### src/rtl/key_entry_scheduler.sv
`default_nettype none
// ============================================================================
//  Module   : key_entry_scheduler
//  Purpose  : Sequences decoded PS/2 key events into the digit shift register
//             and the calculation FSM. Key events are buffered in a small FIFO
//             so keystrokes arriving during a calculation are kept. Limits the
//             digit count, issues one start pulse per Enter and supervises
//             completion with a timeout.
//  Revision : 1.0 - initial release
// ----------------------------------------------------------------------------
//  Ports
//    clk          in   system clock (clk100mhz domain)
//    reset        in   asynchronous active-low reset
//    key_valid    in   one-cycle key strobe from the PS/2 manager
//    key_code     in   [3:0] hex digit value
//    key_flags    in   [1:0] 01 digit, 10 Enter, 11 Clear, 00 ignore
//    calc_done    in   fsm result-ready pulse
//    calc_error   in   fsm error, qualified by calc_done
//    digit_we     out  shift-register write strobe
//    digit_data   out  [3:0] digit carried by digit_we
//    clear_req    out  operand-clear pulse
//    calc_start   out  calculation start pulse
//    busy         out  high while waiting for calc_done
//    digit_count  out  [2:0] digits accepted in the current operand
//    error_flag   out  sticky calculation error
//    timeout      out  pulse on calculation timeout abort
//    key_dropped  out  pulse when an event is lost on a full FIFO
//    overflow     out  pulse when a digit is rejected at MAX_DIGITS
//  Build option
//    KEY_ENTRY_REPEAT_FILTER_EN : suppress repeated identical events that
//                                 arrive within REPEAT_HOLDOFF cycles.
// ============================================================================
module key_entry_scheduler #(
  parameter int FIFO_DEPTH     = 4,
  parameter int MAX_DIGITS     = 4,
  parameter int DONE_TIMEOUT   = 1000000,
  parameter int REPEAT_HOLDOFF = 5000000
) (
  input  logic       clk,
  input  logic       reset,
  input  logic       key_valid,
  input  logic [3:0] key_code,
  input  logic [1:0] key_flags,
  input  logic       calc_done,
  input  logic       calc_error,
  output logic       digit_we,
  output logic [3:0] digit_data,
  output logic       clear_req,
  output logic       calc_start,
  output logic       busy,
  output logic [2:0] digit_count,
  output logic       error_flag,
  output logic       timeout,
  output logic       key_dropped,
  output logic       overflow
);

  localparam int         c_AW         = (FIFO_DEPTH > 1) ? $clog2(FIFO_DEPTH) : 1;
  localparam int         c_TW         = (DONE_TIMEOUT > 1) ? $clog2(DONE_TIMEOUT) : 1;
  localparam logic [c_TW-1:0] c_TIMER_LAST = c_TW'(DONE_TIMEOUT - 1);
  localparam logic [c_AW:0]   c_FIFO_FULL  = (c_AW + 1)'(FIFO_DEPTH);
  localparam logic [2:0] c_MAX_DIGITS = 3'(MAX_DIGITS);
  localparam logic [1:0] c_FLAG_DIGIT = 2'b01;
  localparam logic [1:0] c_FLAG_ENTER = 2'b10;
  localparam logic [1:0] c_FLAG_CLEAR = 2'b11;

  typedef enum logic [1:0] {
    S_IDLE      = 2'd0,
    S_DISPATCH  = 2'd1,
    S_WAIT_DONE = 2'd2
  } state_t;

  state_t            r_state;
  logic              r_go_wait;
  logic [c_TW-1:0]   r_timer;

  logic [5:0]        r_fifo_mem [FIFO_DEPTH];
  logic [c_AW-1:0]   r_wr_ptr;
  logic [c_AW-1:0]   r_rd_ptr;
  logic [c_AW:0]     r_fifo_cnt;

  logic [5:0]        w_entry;
  logic [5:0]        w_head;
  logic              w_fifo_empty;
  logic              w_fifo_full;
  logic              w_key_qual;
  logic              w_repeat_block;
  logic              w_push_req;
  logic              w_pop;
  logic              w_push;
  logic              w_drop;

  assign w_entry      = {key_flags, key_code};
  assign w_head       = r_fifo_mem[r_rd_ptr];
  assign w_fifo_empty = (r_fifo_cnt == '0);
  assign w_fifo_full  = (r_fifo_cnt == c_FIFO_FULL);
  assign w_key_qual   = key_valid && (key_flags != 2'b00);
  assign w_push_req   = w_key_qual && !w_repeat_block;
  assign w_pop        = (r_state == S_IDLE) && !w_fifo_empty;
  // A pop in the same cycle frees a slot, so a full FIFO still accepts.
  assign w_push       = w_push_req && (!w_fifo_full || w_pop);
  assign w_drop       = w_push_req && w_fifo_full && !w_pop;

`ifdef KEY_ENTRY_REPEAT_FILTER_EN
  localparam int c_HW = $clog2(REPEAT_HOLDOFF + 1);
  localparam logic [c_HW-1:0] c_HOLDOFF = c_HW'(REPEAT_HOLDOFF);

  logic [5:0]      r_last_entry;
  logic            r_last_valid;
  logic [c_HW-1:0] r_holdoff;   // cycles elapsed since the last accepted push

  assign w_repeat_block = r_last_valid && (r_last_entry == w_entry) &&
                          (r_holdoff < c_HOLDOFF);

  always_ff @(posedge clk or negedge reset) begin
    if (!reset) begin
      r_last_entry <= '0;
      r_last_valid <= 1'b0;
      r_holdoff    <= '0;
    end else if (w_push) begin
      r_last_entry <= w_entry;
      r_last_valid <= 1'b1;
      r_holdoff    <= c_HW'(1);
    end else if (r_holdoff < c_HOLDOFF) begin
      r_holdoff    <= r_holdoff + c_HW'(1);
    end
  end
`else
  logic w_unused_holdoff;
  assign w_unused_holdoff = (REPEAT_HOLDOFF > 0);
  assign w_repeat_block   = 1'b0;
`endif

  // Storage carries no reset; validity is tracked by the pointers and count.
  always_ff @(posedge clk) begin
    if (w_push) begin
      r_fifo_mem[r_wr_ptr] <= w_entry;
    end
  end

  always_ff @(posedge clk or negedge reset) begin
    if (!reset) begin
      r_wr_ptr   <= '0;
      r_rd_ptr   <= '0;
      r_fifo_cnt <= '0;
    end else begin
      if (w_push) r_wr_ptr <= r_wr_ptr + c_AW'(1);
      if (w_pop)  r_rd_ptr <= r_rd_ptr + c_AW'(1);
      case ({w_push, w_pop})
        2'b10:   r_fifo_cnt <= r_fifo_cnt + (c_AW + 1)'(1);
        2'b01:   r_fifo_cnt <= r_fifo_cnt - (c_AW + 1)'(1);
        default: r_fifo_cnt <= r_fifo_cnt;
      endcase
    end
  end

  // The popped entry is decoded on the pop edge so that the registered
  // strobes are already high during the DISPATCH cycle; r_go_wait is the
  // only part of the held entry still needed when DISPATCH completes.
  always_ff @(posedge clk or negedge reset) begin
    if (!reset) begin
      r_state     <= S_IDLE;
      r_go_wait   <= 1'b0;
      r_timer     <= '0;
      digit_we    <= 1'b0;
      digit_data  <= 4'h0;
      clear_req   <= 1'b0;
      calc_start  <= 1'b0;
      busy        <= 1'b0;
      digit_count <= 3'd0;
      error_flag  <= 1'b0;
      timeout     <= 1'b0;
      key_dropped <= 1'b0;
      overflow    <= 1'b0;
    end else begin
      digit_we    <= 1'b0;
      clear_req   <= 1'b0;
      calc_start  <= 1'b0;
      timeout     <= 1'b0;
      overflow    <= 1'b0;
      key_dropped <= w_drop;

      case (r_state)
        S_IDLE: begin
          if (!w_fifo_empty) begin
            r_state   <= S_DISPATCH;
            r_go_wait <= 1'b0;
            case (w_head[5:4])
              c_FLAG_DIGIT: begin
                if (digit_count < c_MAX_DIGITS) begin
                  digit_we    <= 1'b1;
                  digit_data  <= w_head[3:0];
                  digit_count <= digit_count + 3'd1;
                end else begin
                  overflow    <= 1'b1;
                end
              end
              c_FLAG_ENTER: begin
                if (digit_count != 3'd0) begin
                  calc_start <= 1'b1;
                  r_go_wait  <= 1'b1;
                end
              end
              c_FLAG_CLEAR: begin
                clear_req   <= 1'b1;
                digit_count <= 3'd0;
                error_flag  <= 1'b0;
              end
              default: ;
            endcase
          end
        end

        S_DISPATCH: begin
          r_timer <= '0;
          if (r_go_wait) begin
            r_state <= S_WAIT_DONE;
            busy    <= 1'b1;
          end else begin
            r_state <= S_IDLE;
          end
        end

        S_WAIT_DONE: begin
          // calc_done takes priority over the timeout boundary.
          if (calc_done) begin
            if (calc_error) error_flag <= 1'b1;
            digit_count <= 3'd0;
            busy        <= 1'b0;
            r_state     <= S_IDLE;
          end else if (r_timer == c_TIMER_LAST) begin
            timeout     <= 1'b1;
            digit_count <= 3'd0;
            busy        <= 1'b0;
            r_state     <= S_IDLE;
          end else begin
            r_timer <= r_timer + c_TW'(1);
          end
        end

        default: r_state <= S_IDLE;
      endcase
    end
  end

endmodule
`default_nettype wire
### config.mk
export PLATFORM = sky130hd
export DESIGN_NAME = key_entry_scheduler
export DESIGN_NICKNAME = d
export VERILOG_FILES = /design/src/rtl/key_entry_scheduler.sv
export SDC_FILE = /design/constraint.sdc
export NUM_CORES = 1
export LEC_CHECK = 0
export ABC_AREA = 1
export BUFFER_PORTS_ARGS = -buffer_cell sky130_fd_sc_hd__buf_2
export CAP_MARGIN = 10
export CELL_PAD_IN_SITES_DETAIL_PLACEMENT = 1
export CELL_PAD_IN_SITES_GLOBAL_PLACEMENT = 1
export CORE_ASPECT_RATIO = 0.5
export CORE_MARGIN = 2
export CORE_UTILIZATION = 41
export CTS_CLUSTER_DIAMETER = 40
export DETAILED_ROUTE_END_ITERATION = 16
export HOLD_SLACK_MARGIN = 0.03
export PLACE_DENSITY = 0.77
export SYNTH_ARGS = -nofsm -noshare
export SYNTH_HDL_FRONTEND = slang
export SYNTH_SLANG_ARGS = --single-unit
### constraint.sdc
create_clock -name clk -period 2.1 [get_ports clk]
set_clock_uncertainty 0.2 [all_clocks]
set_input_delay 0.21 -clock clk [delete_from_list [all_inputs] [get_ports clk]]
set_output_delay 0.21 -clock clk [all_outputs]
set_load 0.01 [all_outputs]
**After elaboration in Yosys (flattened, before gate mapping)**

Memory sizes are Yosys's and may differ from the RTL's.
Cells that the tools add are included.

- Mux-type cells: 44
- Bitwise operators: 1
- Order comparisons: 1
- Reduce and logical (&&, ||, !) cells: 23
- Add/subtract/negate cells: 6
- Equality and inequality tests: 19

Operators with widths:

| cell | count |
|---|---|
| 2-to-1 mux 20 bit | 2 |
| case mux 20 bit (2 select lines) | 1 |
| 2-to-1 mux 1 bit | 27 |
| adder 20 x 1 -> 20 bit, second input constant | 1 |
| equality test 20 bit, second input constant | 1 |
| case mux 3 bit (2 select lines) | 3 |
| 2-to-1 mux 3 bit | 4 |
| != test 2 bit, second input constant | 6 |
| AND reduction 5 bit | 2 |
| equality test 2 bit, second input constant | 4 |
| 2-to-1 mux 2 bit | 4 |
| nonzero test 2 bit | 4 |
| adder 3 x 1 -> 3 bit, second input constant | 2 |
| equality test 2 x 1 -> 1 bit, second input constant | 3 |
| != test 3 bit, second input constant | 2 |
| case mux 2 bit (3 select lines) | 1 |
| AND reduction 3 bit | 2 |
| logical AND 1 bit | 5 |
| adder 2 x 1 -> 2 bit, second input constant | 2 |
| case mux 1 bit (2 select lines) | 2 |
| AND reduction 2 bit | 2 |
| AND reduction 4 bit | 1 |
| equality test 3 bit, second input constant | 1 |
| zero test 1 bit | 3 |
| other kinds (9) | 9 |

- Output and inout port bits: 15
- Register bits: 45
- Bits in writable memories: 24
- Word-level logic and storage cells: 111
- Memories: 1
- Bits of input ports: 11

Memories:

| name | depth | bits a word | read ports | clocked after Yosys merged registers in | write ports | RTL line | source |
|---|---|---|---|---|---|---|---|
| r_fifo_mem | 4 | 6 | 1 | 0 | 1 | 77 | `logic [5:0] r_fifo_mem [FIFO_DEPTH];` |

**Logic depth before layout (Yosys ltp)**

- Depth after elaboration: 7
- Mapped depth: 11
- Mapped depth without buffers: 10

**Worst setup path after synthesis**

OpenSTA, ideal clock, no wires.

- Kind: register to register
- Start: register r_state[0]
- End: register r_fifo_cnt[2]
- Slack: 11 ps
- Data required time: 1821 ps
- Clock period less this slack: 2089 ps
- Stages on the path, launching flop included: 9
- Path buffers: 0
- Setup time: 79 ps
- Arrival time: 1809 ps
- Cell sequence: dfrtp_1 inv_1 ha_1 inv_1 nor2_1 nand2_1 fa_1 o21ai_0 xor2_1

- Longest elaborated chain between the ends: 6
- Elaborated cells between the ends (all ways): 8
- Classes of those cells: eq/ne (2); mux (1); reduce/logical (5)

RTL lines:

| what | RTL line | source |
|---|---|---|
| from (decl) | 73 | `state_t r_state;` |
| from (signal assigned) | 162 | `r_state <= S_IDLE;` |
| from (signal assigned) | 186 | `r_state <= S_DISPATCH;` |
| from (signal assigned) | 217 | `r_state <= S_WAIT_DONE;` |
| zero test 2 bit * | 99 | `assign w_pop = (r_state == S_IDLE) && !w_fifo_empty;` |
| logical AND 1 bit * | 99 |  |
| logical OR 1 bit | 101 | `assign w_push = w_push_req && (!w_fifo_full \|\| w_pop);` |
| logical AND 1 bit | 101 |  |
| equality test 2 x 1 -> 1 bit / equality test 2 bit (equally long branches) | 149 | `case ({w_push, w_pop})` |
| case mux 3 bit (2 select lines) / nonzero test 2 bit (equally long branches) | n/a |  |
| to (signal assigned) | 150 | `2'b10: r_fifo_cnt <= r_fifo_cnt + (c_AW + 1)'(1);` |
| to (signal assigned) | 151 | `2'b01: r_fifo_cnt <= r_fifo_cnt - (c_AW + 1)'(1);` |
| to (signal assigned) | 152 | `default: r_fifo_cnt <= r_fifo_cnt;` |
| to (decl) | 80 | `logic [c_AW:0] r_fifo_cnt;` |

Mark *: on every way between the ends. The rest lies on a longest branch, timed or not.
A chain may end at the register's enable or synchronous reset.

**Worst setup path after layout**

Same ends and word-level chain as after synthesis.

==> flow_summary.ini <==
[power_and_ir_drop]
clkPwrFrac_pct = 28.8
p_seq_share_pct = 33.3
p_switching_mw = 2.112
pwr-share-comb_pct = 38.0
p_leak_nw = 2.284
finalPower_mw = 5.460
ir_worst_vdd_uv = 743.9
p_sw_share_pct = 38.69
p_per_area_nw_per_um2 = 1200
internal_power_mw = 3.348

[yosys]
synth.area.top_cells = dfrtp_1 (31%), edfxtp_1 (20%), nand2_1 (15%)
synth_top_family_by_area = simple AND/OR/NAND/NOR gates
synthMuxAreaShare_pct = 0
yosysMostFrequentCell = nand2_1
synth-simple-area-share_pct = 30.88
synth_area_per_cell_um2 = 8.024
async_flop_share_pct = 65.22
syn_inst = 455
yosys.area_share.adder_pct = 3.975
synth_compound_area_share_pct = 4.181
synth_cell_types = 24
ys.flop_type = dfrtp_1
netlist.area_leader.share_pct = 30.84
ys_seq_elements = 69
ys_seq_area_share_pct = 50.58
synth_nets = 477
yosys_warnings = 0
synth_top_area_cell = dfrtp_1
synth_xor_area_share_pct = 2.879
synth-edff-count = 24
syn_area_um2 = 3651
synthTopCellsByCount = nand2_1 (150), nor2_1 (62), inv_1 (58)

[worst_setup_path]
cp_max_fo = 4
worst-setup-path-type = flip-flop to flip-flop
critPathArrivalTime_ns = 2.02
critPathRequiredTime_ns = 2.13
endpoint_kind = flip-flop
cp-start-kind = flip-flop

[run]
maxCapViolCount = 0

[timing]
slew_viol_final = 0
setup-tns-final_ns = 0
finalHoldViolCount = 0
max_freq_mhz = 501.3
setup_violations = 0
worst_pin_slew_ns = 0.5114
grt_setup_unrepaired = false
fin_crit_sh_pct = 94.98
slew-limit-headroom_pct = 65.90
layout_min_cycle_time_ns = 1.995

[drt]
dr.pass1.iters = 4
drcViolationCount = 0
viasPerCell = 4.932
drt-initial-drc-count = 183
wl_per_cell_um = 15.24
vias = 3186
ant_nets = 0
wirelength_um = 9848

[floorplan]
dieArea_um2 = 9722
die_h_um = 70.73
core_area_um2 = 8678
rows = 24
die_x_um = 137.5
start_util_pct = 42.07
num_io_pins = 26

[cells_and_area]
stdcell_count = 646
area_delta_synth_final_pct = 24.67
num-nets-final = 546
diodes = 0
postLayoutCellArea_um2 = 4552
drive_gt1_share_pct = 16.45
utilization_pct = 52.45

[global_routing]
grt_start_max_net_pins = 27
grt_pass1_vias = 3459
antenna_found_initial = 0
grt_pass1_wl_um = 16710
overflow = 0
grtUsageTotal_pct = 22.42

[placed_design]
dp_cells = 622
gp_congestion = 0.7692
place_area_um2 = 4134
port_buffers = 25
place_hpwl_um = 7001

[clock_tree]
cts_tree = done
cts_max_path_buffers = 2
path_clk_slew_ns = 0.06
clkSinkCount = 69
cts_buffers = 9
post_cts_buffers = 0
clockRootBuffer = clkbuf_16
clk_latency_ns = 0.34
htreeDepth = 3

[outcome]
status = finished clean

[hold_path]
min-delay-path-class = input pin to flip-flop
==> metrics by stage <==
step / setup WS, ns / hold slack, ns
after global routing: 0.01733 / 0.1647
after global placement: -0.03243 / 0.007274
after CTS: 0.02802 / 0.1006
after floorplan: 0.01143 / -0.2856
after detailed placement: -0.02507 / 0.01394
final: 0.1054 / 0.1042
==> critical path, cell delays in order, from the launching register on <==
cell	delay (ns)
dfrtp_1	0.40
inv_1	0.10
ha_1	0.19
inv_1	0.09
nor2_2	0.15
nand2_2	0.09
fa_2	0.36
nand2_1	0.08
o21ai_1	0.07
xor2_1	0.14
==> power groups by stage <==
stage / logic, mW / clock network [mW] / registers (mW)
2_1_floorplan: 1.30 / 0 / 1.87
3_3_place_gp: 1.89 / 0 / 1.82
3_5_place_dp: 1.98 / 0 / 1.84
4_1_cts: 2.04 / 1.60 / 1.82
5_1_grt: 2.33 / 1.67 / 1.85
6_report: 2.07 / 1.57 / 1.82
==> path summary, 6_finish.rpt <==
kind	startpoint	to	slack [ns]	depth (start not counted)
worst max-delay path	r_state[0]	r_fifo_cnt[2]	0.11	9
worst min-delay path	calc_done	timeout	0.10	5
worst max register to register	r_state[0]	r_fifo_cnt[2]	0.11	9
worst min register to register	error_flag	error_flag	0.28	2
max in group asynchronous	reset	digit_we	1.01	3
min in group asynchronous	reset	r_timer[11]	0.17	2
==> logic make-up after synthesis <==
logic type | Yosys count
XOR/XNOR | 12
flip-flops | 69
buffers and inverters | 67
AND/OR/NAND/NOR | 268
AO/OA/AOI/OAI | 28
adder cells (fa/ha/maj) | 11
==> metal layers <==
layer,global-route usage [%],share of wire (%),vias up
met5,0,0,-
met1,26.02,43,1555
li1,-,-,1569
met4,6.300,1.5,0
met2,41.40,52,47
met3,5.448,3.3,15
==> repair_timing <==
action | 4_1_cts | 5_1_grt
endpoints found under the setup margin | 12 | 14
hold buffers | 8 | 0
hold endpoints to repair | 44 | 0
resized for setup | 2 | 8
==> flip-flops by register name, summed over array words and instances (netlist names) <==
register	count
busy	1
r_go_wait	1
digit_count	3
digit_data	4
key_dropped	1
r_wr_ptr	2
error_flag	1
clear_req	1
timeout	1
r_fifo_mem	24
r_timer	20
r_fifo_cnt	3
calc_start	1
overflow	1
digit_we	1
r_rd_ptr	2
r_state	2
==> layout make-up <==
type                       count  area (µm²)
clock buffer                  10       239.0
timing repair buffer          67       473.0
fill                        1098        4126
inverter                      58       217.7
multi-input combinational    319        1559
clock inverter                 6       70.07
sequential                    69        1847
tap                          117       146.4
==> placed cells by master, fill, tap and decap left out, drive strengths merged, types with 2 or more instances in the layout <==
cell and n:
edfxtp 24, nand4 8, xnor2 3, o21bai 3
nor3 4, inv 60, a21oi 3, ha 10
nor2 64, clkinv 2, o21ai 18, dlygate4sd3 8
xor2 9, nand3 38, dfrtp 45, clkbuf 10
o22ai 4, nand2 153, buf 59
Note: power is estimated with default switching activity, not from simulation.
